[src/rtl/rr_arbiter_8_if.sv]
// Request/grant handshake bundle between requesters, the round-robin arbiter
// and the downstream 3-to-8 decoder consumer.
interface rr_arbiter_8_if;
    logic [7:0] req;
    logic       grant_valid;
    logic [2:0] grant_idx;
    logic       grant_ready;

    modport master (input req, input grant_ready, output grant_valid, output grant_idx);
    modport slave  (output req, output grant_ready, input grant_valid, input grant_idx);
endinterface

[src/rtl/rr_arbiter_8.sv]
// Eight-way round-robin arbiter with a registered binary grant index held
// under valid/ready backpressure until accepted.
module rr_arbiter_8 #(
    parameter logic [2:0] START_PTR = 3'd0
) (
    input  logic           clk,
    input  logic           rst,
    rr_arbiter_8_if.master bus
);
    typedef enum logic {IDLE, GRANT} state_t;

    state_t     state_reg, state_next;
    logic [2:0] ptr_reg, ptr_next;
    logic [2:0] idx_reg, idx_next;
    logic [2:0] base;
    logic [2:0] pick_off;
    logic [2:0] pick_idx;
    logic [7:0] req_rot;
    logic       any_req;

    // In GRANT the search starts one past the current winner, which is also
    // the pointer value an acceptance would install this cycle.
    assign base    = (state_reg == GRANT) ? idx_reg + 3'd1 : ptr_reg;
    assign any_req = |bus.req;

    generate
        for (genvar gi = 0; gi < 8; gi++) begin : g_rot
            logic [2:0] src;
            assign src         = base + 3'(gi);
            assign req_rot[gi] = bus.req[src];
        end
    endgenerate

    always_comb begin
        pick_off = 3'd0;
        for (int i = 7; i >= 0; i--) begin
            if (req_rot[i]) pick_off = 3'(i);
        end
    end

    assign pick_idx = base + pick_off;

    always_ff @(posedge clk) begin
        if (rst) begin
            state_reg <= IDLE;
            ptr_reg   <= START_PTR;
            idx_reg   <= 3'd0;
        end else begin
            state_reg <= state_next;
            ptr_reg   <= ptr_next;
            idx_reg   <= idx_next;
        end
    end

    always_comb begin
        state_next = state_reg;
        ptr_next   = ptr_reg;
        idx_next   = idx_reg;
        case (state_reg)
            IDLE: begin
                if (any_req) begin
                    idx_next   = pick_idx;
                    state_next = GRANT;
                end
            end
            GRANT: begin
                // Without acceptance the grant is held; request changes are ignored.
                if (bus.grant_ready) begin
                    ptr_next = idx_reg + 3'd1;
                    if (any_req) idx_next = pick_idx;
                    else         state_next = IDLE;
                end
            end
            default: state_next = IDLE;
        endcase
    end

    always_comb begin
        bus.grant_valid = (state_reg == GRANT);
        bus.grant_idx   = idx_reg;
    end
endmodule

[src/flat_wrapper.sv]
// flat-port wrapper written by rule: the top's interface ports become plain ports
module rr_arbiter_8_flat 
#(
    parameter logic [2:0] START_PTR = 3'd0
)
  (clk, rst, bus_req, bus_grant_ready, bus_grant_valid, bus_grant_idx);
  rr_arbiter_8_if bus_i ();
  input  logic clk;
  input  logic rst;
  input wire logic [$bits(bus_i.req)-1:0] bus_req;
  input wire logic [$bits(bus_i.grant_ready)-1:0] bus_grant_ready;
  output wire logic [$bits(bus_i.grant_valid)-1:0] bus_grant_valid;
  output wire logic [$bits(bus_i.grant_idx)-1:0] bus_grant_idx;
  assign bus_i.req = bus_req;
  assign bus_i.grant_ready = bus_grant_ready;
  assign bus_grant_valid = bus_i.grant_valid;
  assign bus_grant_idx = bus_i.grant_idx;
  rr_arbiter_8 #(.START_PTR(START_PTR)) u_core (.clk(clk), .rst(rst), .bus(bus_i));
endmodule
[config.mk]
export PLATFORM = sky130hd
export DESIGN_NAME = rr_arbiter_8_flat
export DESIGN_NICKNAME = d
export VERILOG_FILES = /design/src/rtl/rr_arbiter_8_if.sv /design/src/rtl/rr_arbiter_8.sv /design/src/flat_wrapper.sv
export SDC_FILE = /design/constraint.sdc
export NUM_CORES = 1
export LEC_CHECK = 0
export ABC_AREA = 1
export ABC_CLOCK_PERIOD_IN_PS = 3500
export CORE_ASPECT_RATIO = 1.2
export CORE_UTILIZATION = 47
export CTS_BUF_LIST = sky130_fd_sc_hd__clkbuf_16
export CTS_CLUSTER_SIZE = 10
export DETAILED_ROUTE_END_ITERATION = 8
export DONT_BUFFER_PORTS = 1
export PLACE_DENSITY = 0.66
export SYNTH_ARGS = -nofsm -noshare
export SYNTH_HDL_FRONTEND = slang
export SYNTH_SLANG_ARGS = --single-unit
[constraint.sdc]
create_clock -name clk -period 3.5 [get_ports clk]
set_clock_uncertainty 0.1 [all_clocks]
set_input_delay 0.35 -clock clk [delete_from_list [all_inputs] [get_ports clk]]
set_output_delay 0.35 -clock clk [all_outputs]
set_load 0.05 [all_outputs]
* Word-level counts from Yosys, hierarchy flattened
Index checks and enable logic that the tools add are counted.
** Cells by class
- Add/sub/neg operators :: 9
- Magnitude comparators :: 8
- Eq/ne operators :: 1
- Muxes and demuxes :: 31
- Bitwise gates (word level) :: 1
- Reduce and logical (&&, ||, !) cells :: 2
** Operators with widths (count)
- $mux 3 :: 11
- $lt 3x4->1 const B :: 8
- $bmux 1 s3 :: 8
- $add 3x3->3 const B :: 4
- $mux 1 :: 10
- $reduce_or 8->1 :: 1
- $add 3x1->3 const B :: 2
- $add 3x2->3 const B :: 2
- $pmux 3 s2 :: 1
- $add 3x3->3 :: 1
- $ne 2x2->1 const B :: 1
- $pmux 1 s2 :: 1
- $reduce_and 2->1 :: 1
- $not 1->1 :: 1
** Word-level totals
- Bits in registers :: 7
- Output and inout port bits :: 4
- Word-level logic and storage cells :: 55

* Logic depth before layout (Yosys ltp)
Gate-level depths: netlist of the first run.
- Depth in word-level cells :: 17
- Gate-level depth with buffers :: 24

* Worst setup path before layout of the first run
Ideal clock, no wire load.
- Kind :: reg-to-reg
- From :: register u_core.idx_reg[0], in the netlist u_core.bus.grant_idx[0]
- To :: register u_core.idx_reg[2], in the netlist u_core.bus.grant_idx[2]
- Library setup time :: 0.113 ns
- Arrival time :: 3.034 ns
- Data required time :: 3.287 ns
- Slack :: 0.253 ns
- Stages on the path, launching flop included :: 24
- Buffers on the path :: 0
- Clock period less this slack :: 3.247 ns
- Cells stage by stage :: dfxtp_1 > ha_1 > nand2_1 > nand2_4 > ha_1 > inv_1 > nand3_1 > nand2_1 > nand2_1 > nand2_1 > nand2_1 > nand2_1 > nand2_1 > nand2_1 > nand2_1 > nand2_2 > nand3_1 > fa_1 > xor2_1 > inv_1 > nand2_1 > nand2_1 > o21ai_1 > inv_1
** Between the ends
- Longest elaborated chain between the ends :: 17
- Elaborated cells on any way between the ends :: 37
** RTL lines
- from (decl) :: RTL line rr_arbiter_8.sv:14 : logic [2:0] idx_reg, idx_next;
- from (signal assigned) :: RTL line rr_arbiter_8.sv:51 : idx_reg <= idx_next;
- $add 3x1->3 * :: RTL line rr_arbiter_8.sv:23 : assign base = (state_reg == GRANT) ? idx_reg + 3'd1 : ptr_reg;
- $mux 3 * :: RTL line rr_arbiter_8.sv:23
- $add 3x3->3 :: RTL line rr_arbiter_8.sv:29 : assign src = base + 3'(gi);
- $bmux 1 s3 :: RTL line rr_arbiter_8.sv:30 : assign req_rot[gi] = bus.req[src];
- $mux 1 (implied by the code) :: RTL line rr_arbiter_8.sv:30
- $mux 3 (8 in a row) :: RTL line rr_arbiter_8.sv:37 : if (req_rot[i]) pick_off = 3'(i);
- $add 3x3->3 * :: RTL line rr_arbiter_8.sv:41 : assign pick_idx = base + pick_off;
- $mux 3 * :: RTL line rr_arbiter_8.sv:61, rr_arbiter_8.sv:70
- $mux 3 :: RTL line rr_arbiter_8.sv:68 : if (bus.grant_ready) begin
- $pmux 3 s2 * :: RTL line rr_arbiter_8.sv:59 : case (state_reg)
Every way passes the cells marked *; elsewhere a longest branch is shown, timed or not. The select of a mux whose other input is x is not followed.
A chain may end at the register's enable or synchronous reset.

* Final worst setup path of the first run
Ends and elaborated chain as after synthesis.

==> results of run 1 <==
==> synth_stat cells (all sizes together) <==
library cell | count | share of area, %
inv | 24 | 9.1
and2 | 2 | 1.2
a21oi | 6 | 2.8
buf | 1 | 1.1
o21bai | 1 | 0.70
nor4 | 2 | 1.2
or2 | 2 | 1.2
dfxtp | 7 | 13
fa | 1 | 1.9
ha | 2 | 2.3
a31oi | 3 | 1.8
xor2 | 1 | 0.82
nand3 | 34 | 16
nor2 | 5 | 2.0
o21ai | 12 | 6.7
nand2 | 83 | 38
==> metal layers <==
layer | vias up | GRT usage, % | part of all wire (%)
met1 | 538 | 29.62 | 42
met5 | - | 0 | 0
met3 | 4 | 0 | 3.5
met2 | 32 | 49.52 | 54
met4 | 0 | 8.586 | 0.90
li1 | 620 | - | -
==> path summary, 6_finish.rpt <==
| kind | start | cells after the start | endpoint | slack (ns) |
|---|---|---|---|---|
| setup / recovery | u_core.bus.grant_idx[0] | 23 | u_core.bus.grant_idx[2] | 0.40 |
| hold / removal | rst | 1 | u_core.bus.grant_valid | 0.08 |
| setup reg to reg | u_core.bus.grant_idx[0] | 23 | u_core.bus.grant_idx[2] | 0.40 |
| hold reg to reg | u_core.bus.grant_idx[2] | 2 | u_core.ptr_reg[2] | 0.45 |
==> kinds of logic (layout without fill, tap and decap cells) <==
family,Yosys count,after routing,synth area share (%)
and+or+nand+nor,128,128,59.67
buffers and inverters,25,33,10.20
AOI/OAI and AO/OA,22,22,11.96
DFF,7,7,13.13
adders and majority gates,3,3,4.220
xor gates and xnor gates,1,1,0.8208
==> what timing repair did <==
action,4_1_cts,5_1_grt
setup endpoints to repair,0,1
hold buffers,0,0
endpoints found under the hold margin,0,0
setup buffers,0,0
resized for setup,0,2
==> placed cells by master, fill, tap and decap left out, drive strengths merged <==
master,n
o21bai,1
inv,25
nor4,2
o21ai,12
xor2,1
dfxtp,7
nand2,83
nand3,34
or2,2
nor2,5
a31oi,3
a21oi,6
fa,1
and2,2
clkbuf,3
ha,2
buf,5
==> area by class of cell <==
class	instances	area, µm²
Sequential cell	7	142.6
Fill cell	220	882.1
Multi-Input combinational cell	154	818.3
Clock buffer	3	75.07
Tap cell	30	37.54
Clock inverter	1	3.754
Timing Repair Buffer	5	37.54
Inverter	24	97.59
==> where the power goes <==
part | switching [mW] | internal [mW] | total (mW)
combinational | 0.349 | 0.175 | 0.524
clock | 0.0447 | 0.149 | 0.193
sequential | 0.0170 | 0.0965 | 0.113
==> worst max-delay path: stages, from the launching register on <==
cell and delay (ns):
dfxtp_2 0.34, ha_1 0.31, nand2_1 0.12, nand2_4 0.11, ha_1 0.31, inv_1 0.09
nand3_1 0.08, nand2_1 0.09, nand2_1 0.05, nand2_1 0.09, nand2_1 0.05, nand2_1 0.05
nand2_1 0.05, nand2_1 0.06, nand2_1 0.06, nand2_2 0.08, nand3_1 0.09, fa_1 0.38
xor2_1 0.15, inv_1 0.07, nand2_1 0.06, nand2_1 0.05, o21ai_1 0.11, inv_1 0.04
==> metrics by stage <==
step	power, mW	hold slack (ns)
final	0.8310	0.07522
after detailed placement	0.6345	0.3236
after floorplan	0.5331	0.3194
after CTS	0.8301	0.08256
after global routing	0.9109	0.07208
after global placement	0.6186	0.3247
==> report_table.html, run 1 <==
<table>
<tr><th>Metric</th><th>Value</th></tr>
<tr><th colspan="2">Status</th></tr>
<tr><td>Outcome</td><td>complete, no violations</td></tr>
<tr><th colspan="2">Worst setup path</th></tr>
<tr><td>Worst Path Arrival</td><td>roughly 3.1 ns</td></tr>
<tr><td>Startpoint kind of the worst setup timing path</td><td>flip-flop</td></tr>
<tr><td>Worst Path Max Fanout</td><td>9</td></tr>
<tr><td>Kind of capture point of the worst setup path</td><td>flip-flop</td></tr>
<tr><td>Required time at the endpoint of the critical path</td><td>approximately 3.5 ns</td></tr>
<tr><td>Critical path type</td><td>flip-flop to flip-flop</td></tr>
<tr><th colspan="2">Floorplan</th></tr>
<tr><td>Floorplan Core Area</td><td>roughly 2100 µm²</td></tr>
<tr><td>Std-Cell Rows</td><td>18</td></tr>
<tr><td>Overall die height</td><td>54.20 µm</td></tr>
<tr><td>Die extent in x</td><td>45.50 µm</td></tr>
<tr><td>Full die area</td><td>about 2500 µm²</td></tr>
<tr><td>Starting density of the core</td><td>between 50% and 60%</td></tr>
<tr><td>I/O Pins</td><td>15</td></tr>
<tr><th colspan="2">Run</th></tr>
<tr><td>Max-capacitance violation count</td><td>0</td></tr>
<tr><th colspan="2">Routing</th></tr>
<tr><td>DR iter-0 viols</td><td>38</td></tr>
<tr><td>Remaining routing DRC violations</td><td>0</td></tr>
<tr><td>Detailed-route wire length per cell</td><td>12.42 µm</td></tr>
<tr><td>Via count</td><td>approximately 1200</td></tr>
<tr><td>Post-route antenna net violation count</td><td>0</td></tr>
<tr><td>Vias per std cell</td><td>5.330</td></tr>
<tr><td>Router iterations before antenna repair</td><td>4</td></tr>
<tr><td>Overall routed net length</td><td>between 2000 and 3000 µm</td></tr>
<tr><th colspan="2">Timing</th></tr>
<tr><td>Setup_tns</td><td>0 ns</td></tr>
<tr><td>RSZ-0062 raised after global routing</td><td>no</td></tr>
<tr><td>Worst Max-Slew Pin Slew</td><td>approximately 0.45 ns</td></tr>
<tr><td>Max-slew headroom at the worst pin</td><td>between 60% and 70%</td></tr>
<tr><td>Number of failing hold endpoints at the final stage</td><td>0</td></tr>
<tr><td>Post-layout worst setup margin</td><td>0.3951 ns</td></tr>
<tr><td>Final count of negative-setup-slack endpoints</td><td>0</td></tr>
<tr><td>Period Utilization, post-route</td><td>88.71%</td></tr>
<tr><td>Highest attainable clock frequency</td><td>approximately 320 MHz</td></tr>
<tr><td>Time the worst path needs with I/O delays and setup</td><td>around 3.1 ns</td></tr>
<tr><td>Final Slew Violations</td><td>0</td></tr>
<tr><th colspan="2">Pwr</th></tr>
<tr><td>Leakage Power</td><td>0.6454 nW</td></tr>
<tr><td>PD cells</td><td>685.4 nW/µm²</td></tr>
<tr><td>Max VDD drop</td><td>0.3752 mV</td></tr>
<tr><th colspan="2">Layout</th></tr>
<tr><td>Share of layout cells above drive strength 1</td><td>a little under a fifth</td></tr>
<tr><td>Number of standard cells in the final layout excluding fillers</td><td>approximately 220</td></tr>
<tr><td>Diode count</td><td>0</td></tr>
<tr><td>Utilization after layout</td><td>between 50 and 60%</td></tr>
<tr><td>Nets</td><td>209</td></tr>
<tr><td>Layout overhead on the synthesized area</td><td>13.60%</td></tr>
<tr><td>Post-route cell area</td><td>1212 µm²</td></tr>
<tr><th colspan="2">CTS</th></tr>
<tr><td>Reg clk slew, reported paths</td><td>~0.04 ns</td></tr>
<tr><td># clock sinks</td><td>7</td></tr>
<tr><td>CTS HTree Levels</td><td>1</td></tr>
<tr><td>Number of buffers created by CTS</td><td>3</td></tr>
<tr><td>Max Root-Sink Buffers</td><td>2</td></tr>
<tr><td>CTS Root Buffer Type</td><td>clkbuf_16</td></tr>
<tr><td>Clock latency reported for the late side of the worst-skew pair</td><td>roughly 0.23 ns</td></tr>
<tr><td>TritonCTS clock tree</td><td>done</td></tr>
<tr><th colspan="2">Min path</th></tr>
<tr><td>Worst hold-check path type</td><td>input pin to flip-flop</td></tr>
<tr><th colspan="2">GRT</th></tr>
<tr><td>Overall track demand over capacity in global routing</td><td>~26%</td></tr>
<tr><td>Total global routing overflow</td><td>0</td></tr>
<tr><td>First-pass GRT wire length</td><td>4664 µm</td></tr>
<tr><td>Largest net degree at the start of global routing</td><td>11</td></tr>
<tr><td>Via count of the first global-routing pass</td><td>around 1100</td></tr>
<tr><td>Number of antenna violations at the first check in global routing</td><td>0</td></tr>
<tr><th colspan="2">Yosys</th></tr>
<tr><td>Share of the yosys chip area belonging to registers</td><td>a little over an eighth</td></tr>
<tr><td>Number of standard cells after synthesis</td><td>186</td></tr>
<tr><td>Total of flip-flops plus latches after synthesis</td><td>7</td></tr>
<tr><td>Summed instance area of the synthesized netlist</td><td>approximately 1100 µm²</td></tr>
<tr><td>Per-instance average area after synthesis</td><td>roughly 5.7 µm²</td></tr>
<tr><td>Number of library cell types mapped by synthesis</td><td>26</td></tr>
<tr><td>Warning count from the yosys run</td><td>0</td></tr>
<tr><td>Synthesized net count</td><td>200</td></tr>
<tr><th colspan="2">Place</th></tr>
<tr><td>Routability congestion estimate</td><td>0.8528</td></tr>
<tr><td>Final HPWL DP</td><td>2238 µm</td></tr>
<tr><td>Placement-stage cell area</td><td>around 1100 µm²</td></tr>
<tr><td>Count of placed standard cells including taps</td><td>220</td></tr>
<tr><td>Number of port buffers</td><td>0</td></tr>
<tr><td>DP Worst Slack</td><td>roughly 0.36 ns</td></tr>
</table>
Note: power is estimated with default switching activity, not from simulation.
==> run 2, diff against run 1 <==
--- a/config.mk
+++ b/config.mk
@@ -13,7 +13,7 @@
 export CTS_CLUSTER_SIZE = 10
 export DETAILED_ROUTE_END_ITERATION = 8
 export DONT_BUFFER_PORTS = 1
-export PLACE_DENSITY = 0.66
+export PLACE_DENSITY = 0.62
 export SYNTH_ARGS = -nofsm -noshare
 export SYNTH_HDL_FRONTEND = slang
 export SYNTH_SLANG_ARGS = --single-unit
==> run 2 against run 1 <==
Largest cell class unchanged. First-iteration DRC count decreased by 18%. Register-to-register slack about the same. Core utilization fell by 0.36 points. Maximum frequency decreased by 0.31%. Combinational power barely moved. Critical endpoint unchanged. Via count down 1.3%. Setup slack worse by 0.0096 ns. Largest power group unchanged. Count of clock-buffer cells in the layout unchanged.
==> report_table.html, run 2 (synthesis gave the netlist of run 1 again) <==
<table>
<tr><th>Metric</th><th>Value</th></tr>
<tr><th colspan="2">Status</th></tr>
<tr><td>Outcome</td><td>complete, no violations</td></tr>
<tr><th colspan="2">Layout</th></tr>
<tr><td>Post-route cell area</td><td>1205 µm² (-0.62%)</td></tr>
<tr><td>Nets</td><td>208 (-0.48%)</td></tr>
<tr><td>Leading cell types in the layout, fill and taps excluded</td><td>nand2_1, nand3_1, inv_1</td></tr>
<tr><td>Number of standard cells in the final layout excluding fillers</td><td>223 (-0.45%)</td></tr>
<tr><td>Diode count</td><td>0 (unchanged)</td></tr>
<tr><td>Most common cell after layout, fill and taps aside</td><td>nand2_1</td></tr>
<tr><td>Layout overhead on the synthesized area</td><td>12.90%</td></tr>
<tr><td>Share of layout cells above drive strength 1</td><td>18.65% (-0.42 points)</td></tr>
<tr><th colspan="2">Run</th></tr>
<tr><td>Max-capacitance violation count</td><td>0 (unchanged)</td></tr>
<tr><th colspan="2">Timing</th></tr>
<tr><td>Final Slew Violations</td><td>0 (unchanged)</td></tr>
<tr><td>Final count of negative-setup-slack endpoints</td><td>0 (unchanged)</td></tr>
<tr><td>Period Utilization, post-route</td><td>88.99% (+0.28 points)</td></tr>
<tr><td>Max-slew headroom at the worst pin</td><td>70.31% (+0.67 points)</td></tr>
<tr><td>RSZ-0062 raised after global routing</td><td>no</td></tr>
<tr><td>Highest attainable clock frequency</td><td>321.1 MHz (-0.31%)</td></tr>
<tr><td>Time the worst path needs with I/O delays and setup</td><td>3.115 ns (+0.009631 ns)</td></tr>
<tr><td>Setup_tns</td><td>0 ns (unchanged)</td></tr>
<tr><td>Number of failing hold endpoints at the final stage</td><td>0 (unchanged)</td></tr>
<tr><td>Worst Max-Slew Pin Slew</td><td>0.4412 ns (-0.01001 ns)</td></tr>
<tr><th colspan="2">Worst setup path</th></tr>
<tr><td>Kind of cell adding the most delay to the critical path</td><td>simple AND/OR/NAND/NOR gates</td></tr>
<tr><td>Cells on worst reg2reg path</td><td>23 (unchanged)</td></tr>
<tr><td>Required time at the endpoint of the critical path</td><td>3.52 ns (about the same)</td></tr>
<tr><td>Total stage count of the critical path</td><td>23 (unchanged)</td></tr>
<tr><td>CP dominant cell by count</td><td>nand2_1</td></tr>
<tr><td>Max stage delay cell, worst path</td><td>fa_1</td></tr>
<tr><td>Critical path buffers and inverters</td><td>3 (unchanged)</td></tr>
<tr><td>Worst Path Max Fanout</td><td>9 (unchanged)</td></tr>
<tr><td>Sequence of cells on the critical path</td><td>ha_1 -&gt; nand2_1 -&gt; nand2_4 -&gt; ha_1 -&gt; inv_1 -&gt; nand3_1 -&gt; nand2_1 -&gt; nand2_1 -&gt; nand2_1 -&gt; nand2_1 -&gt; nand2_1 -&gt; nand2_1 -&gt; nand2_1 -&gt; nand2_1 -&gt; nand2_2 -&gt; nand3_1 -&gt; fa_1 -&gt; xor2_1 -&gt; inv_1 -&gt; nand2_1 -&gt; nand2_1 -&gt; o21ai_1 -&gt; inv_1</td></tr>
<tr><td>Kind of capture point of the worst setup path</td><td>flip-flop</td></tr>
<tr><td>Worst Path Arrival</td><td>3.14 ns (about the same)</td></tr>
<tr><td>Delay of the slowest cell on the worst path</td><td>0.41 ns (+0.03 ns)</td></tr>
<tr><td>Startpoint kind of the worst setup timing path</td><td>flip-flop</td></tr>
<tr><td>Critical path type</td><td>flip-flop to flip-flop</td></tr>
<tr><th colspan="2">Place</th></tr>
<tr><td>Routability congestion estimate</td><td>0.8523 (about the same)</td></tr>
<tr><td>Placement-stage cell area</td><td>1124 µm² (-0.66%)</td></tr>
<tr><td>Final HPWL DP</td><td>2195 µm (-1.9%)</td></tr>
<tr><td>Count of placed standard cells including taps</td><td>219 (-0.45%)</td></tr>
<tr><td>Number of port buffers</td><td>0 (unchanged)</td></tr>
<tr><th colspan="2">Pwr</th></tr>
<tr><td>Leakage Power</td><td>0.6405 nW (-0.74%)</td></tr>
<tr><td>Max VDD drop</td><td>0.4124 mV (+9.9%)</td></tr>
<tr><td>PD cells</td><td>687.4 nW/µm² (+0.28%)</td></tr>
<tr><th colspan="2">Floorplan</th></tr>
<tr><td>Overall die height</td><td>54.20 µm (unchanged)</td></tr>
<tr><td>Starting density of the core</td><td>50.96% (unchanged)</td></tr>
<tr><td>Floorplan Core Area</td><td>2095 µm² (unchanged)</td></tr>
<tr><td>I/O Pins</td><td>15 (unchanged)</td></tr>
<tr><td>Die extent in x</td><td>45.50 µm (unchanged)</td></tr>
<tr><td>Full die area</td><td>2466 µm² (unchanged)</td></tr>
<tr><td>Std-Cell Rows</td><td>18 (unchanged)</td></tr>
<tr><th colspan="2">CTS</th></tr>
<tr><td>Reg clk slew, reported paths</td><td>0.04 ns (about the same)</td></tr>
<tr><td>Max Root-Sink Buffers</td><td>2 (unchanged)</td></tr>
<tr><td>Quantity of gates resized following cts</td><td>0 (unchanged)</td></tr>
<tr><td>Clock latency reported for the late side of the worst-skew pair</td><td>0.23 ns (about the same)</td></tr>
<tr><td>Post-cts hold buffer count</td><td>0 (unchanged)</td></tr>
<tr><td>Number of buffers created by CTS</td><td>3 (unchanged)</td></tr>
<tr><td>Number of buffers inserted by post-CTS setup repair</td><td>0 (unchanged)</td></tr>
<tr><td>CTS Root Buffer Type</td><td>clkbuf_16</td></tr>
<tr><td># clock sinks</td><td>7 (unchanged)</td></tr>
<tr><td>TritonCTS clock tree</td><td>done</td></tr>
<tr><td>CTS HTree Levels</td><td>1 (unchanged)</td></tr>
<tr><th colspan="2">Routing</th></tr>
<tr><td>Router iterations before antenna repair</td><td>4 (unchanged)</td></tr>
<tr><td>Via count</td><td>1179 (-1.3%)</td></tr>
<tr><td>DR iter-0 viols</td><td>31 (-18%)</td></tr>
<tr><td>Remaining routing DRC violations</td><td>0 (unchanged)</td></tr>
<tr><td>Post-route antenna net violation count</td><td>0 (unchanged)</td></tr>
<tr><td>Vias per std cell</td><td>5.287 (-0.81%)</td></tr>
<tr><td>Overall routed net length</td><td>2715 µm (-2.4%)</td></tr>
<tr><td>Detailed-route wire length per cell</td><td>12.17 µm (-1.9%)</td></tr>
<tr><th colspan="2">GRT</th></tr>
<tr><td>Largest net degree at the start of global routing</td><td>11 (unchanged)</td></tr>
<tr><td>Via count of the first global-routing pass</td><td>1134 (+1.5%)</td></tr>
<tr><td>Total global routing overflow</td><td>0 (unchanged)</td></tr>
<tr><td>Number of antenna violations at the first check in global routing</td><td>0 (unchanged)</td></tr>
<tr><td>Overall track demand over capacity in global routing</td><td>25.92% (+0.29 points)</td></tr>
<tr><td>First-pass GRT wire length</td><td>4664 µm (unchanged)</td></tr>
<tr><th colspan="2">Min path</th></tr>
<tr><td>Worst hold-check path type</td><td>input pin to flip-flop</td></tr>
<tr><td>Depth of the worst hold-timing path</td><td>1 (unchanged)</td></tr>
</table>
run 2: worst paths after layout:
path | startpoint | slack, ns | to
worst max-delay path | u_core.bus.grant_idx[0] | 0.39 | u_core.bus.grant_idx[2]
worst max register to register | u_core.bus.grant_idx[0] | 0.39 | u_core.bus.grant_idx[2]
worst min register to register | u_core.bus.grant_idx[2] | 0.45 | u_core.ptr_reg[2]
worst min-delay path | rst | 0.08 | u_core.bus.grant_valid
run 2: worst reg2reg max path: stages (launching register included):
cell and delay, ns:
dfxtp_2 0.34, ha_1 0.32, nand2_1 0.11, nand2_4 0.11
ha_1 0.32, inv_1 0.09, nand3_1 0.08, nand2_1 0.10
nand2_1 0.06, nand2_1 0.08, nand2_1 0.05, nand2_1 0.05
nand2_1 0.04, nand2_1 0.05, nand2_1 0.06, nand2_2 0.08
nand3_1 0.10, fa_1 0.41, xor2_1 0.16, inv_1 0.06
nand2_1 0.06, nand2_1 0.04, o21ai_1 0.11, inv_1 0.04
run 2: final cells by class:
type	count	area, µm²
Multi-Input combinational cell	154	818.3
Fill cell	217	889.6
Timing Repair Buffer	4	30.03
Clock inverter	1	3.754
Tap cell	30	37.54
Inverter	24	97.59
Sequential cell	7	142.6
Clock buffer	3	75.07
run 2: per-stage QoR:
stage / total power [mW] / util (%) / hold slack [ns] / setup slack [ns]
final: 0.8282 / 57.53 / 0.07975 / 0.3855
after global routing: 0.9074 / 57.53 / 0.07904 / 0.04609
after CTS: 0.8301 / 57.41 / 0.08836 / 0.2618
after detailed placement: 0.6302 / 53.64 / 0.3252 / 0.3260
after global placement: 0.6182 / 53.64 / 0.3228 / 0.4007
after floorplan: 0.5331 / - / 0.3194 / 0.2532
run 2: layer usage:
| layer | part of all wire, % | vias to the layer above | GRT usage [%] |
|---|---|---|---|
| met5 | 0 | - | 0 |
| met4 | 2.3 | 0 | 11.62 |
| met3 | 2.4 | 8 | 1.678 |
| met2 | 53 | 27 | 50.24 |
| met1 | 42 | 529 | 27.67 |
| li1 | - | 615 | - |
run 2: report_power, final:
group	switching [mW]	internal, mW
logic	0.347	0.177
registers	0.0176	0.0965
clock network	0.0418	0.148
total	0.406	0.422
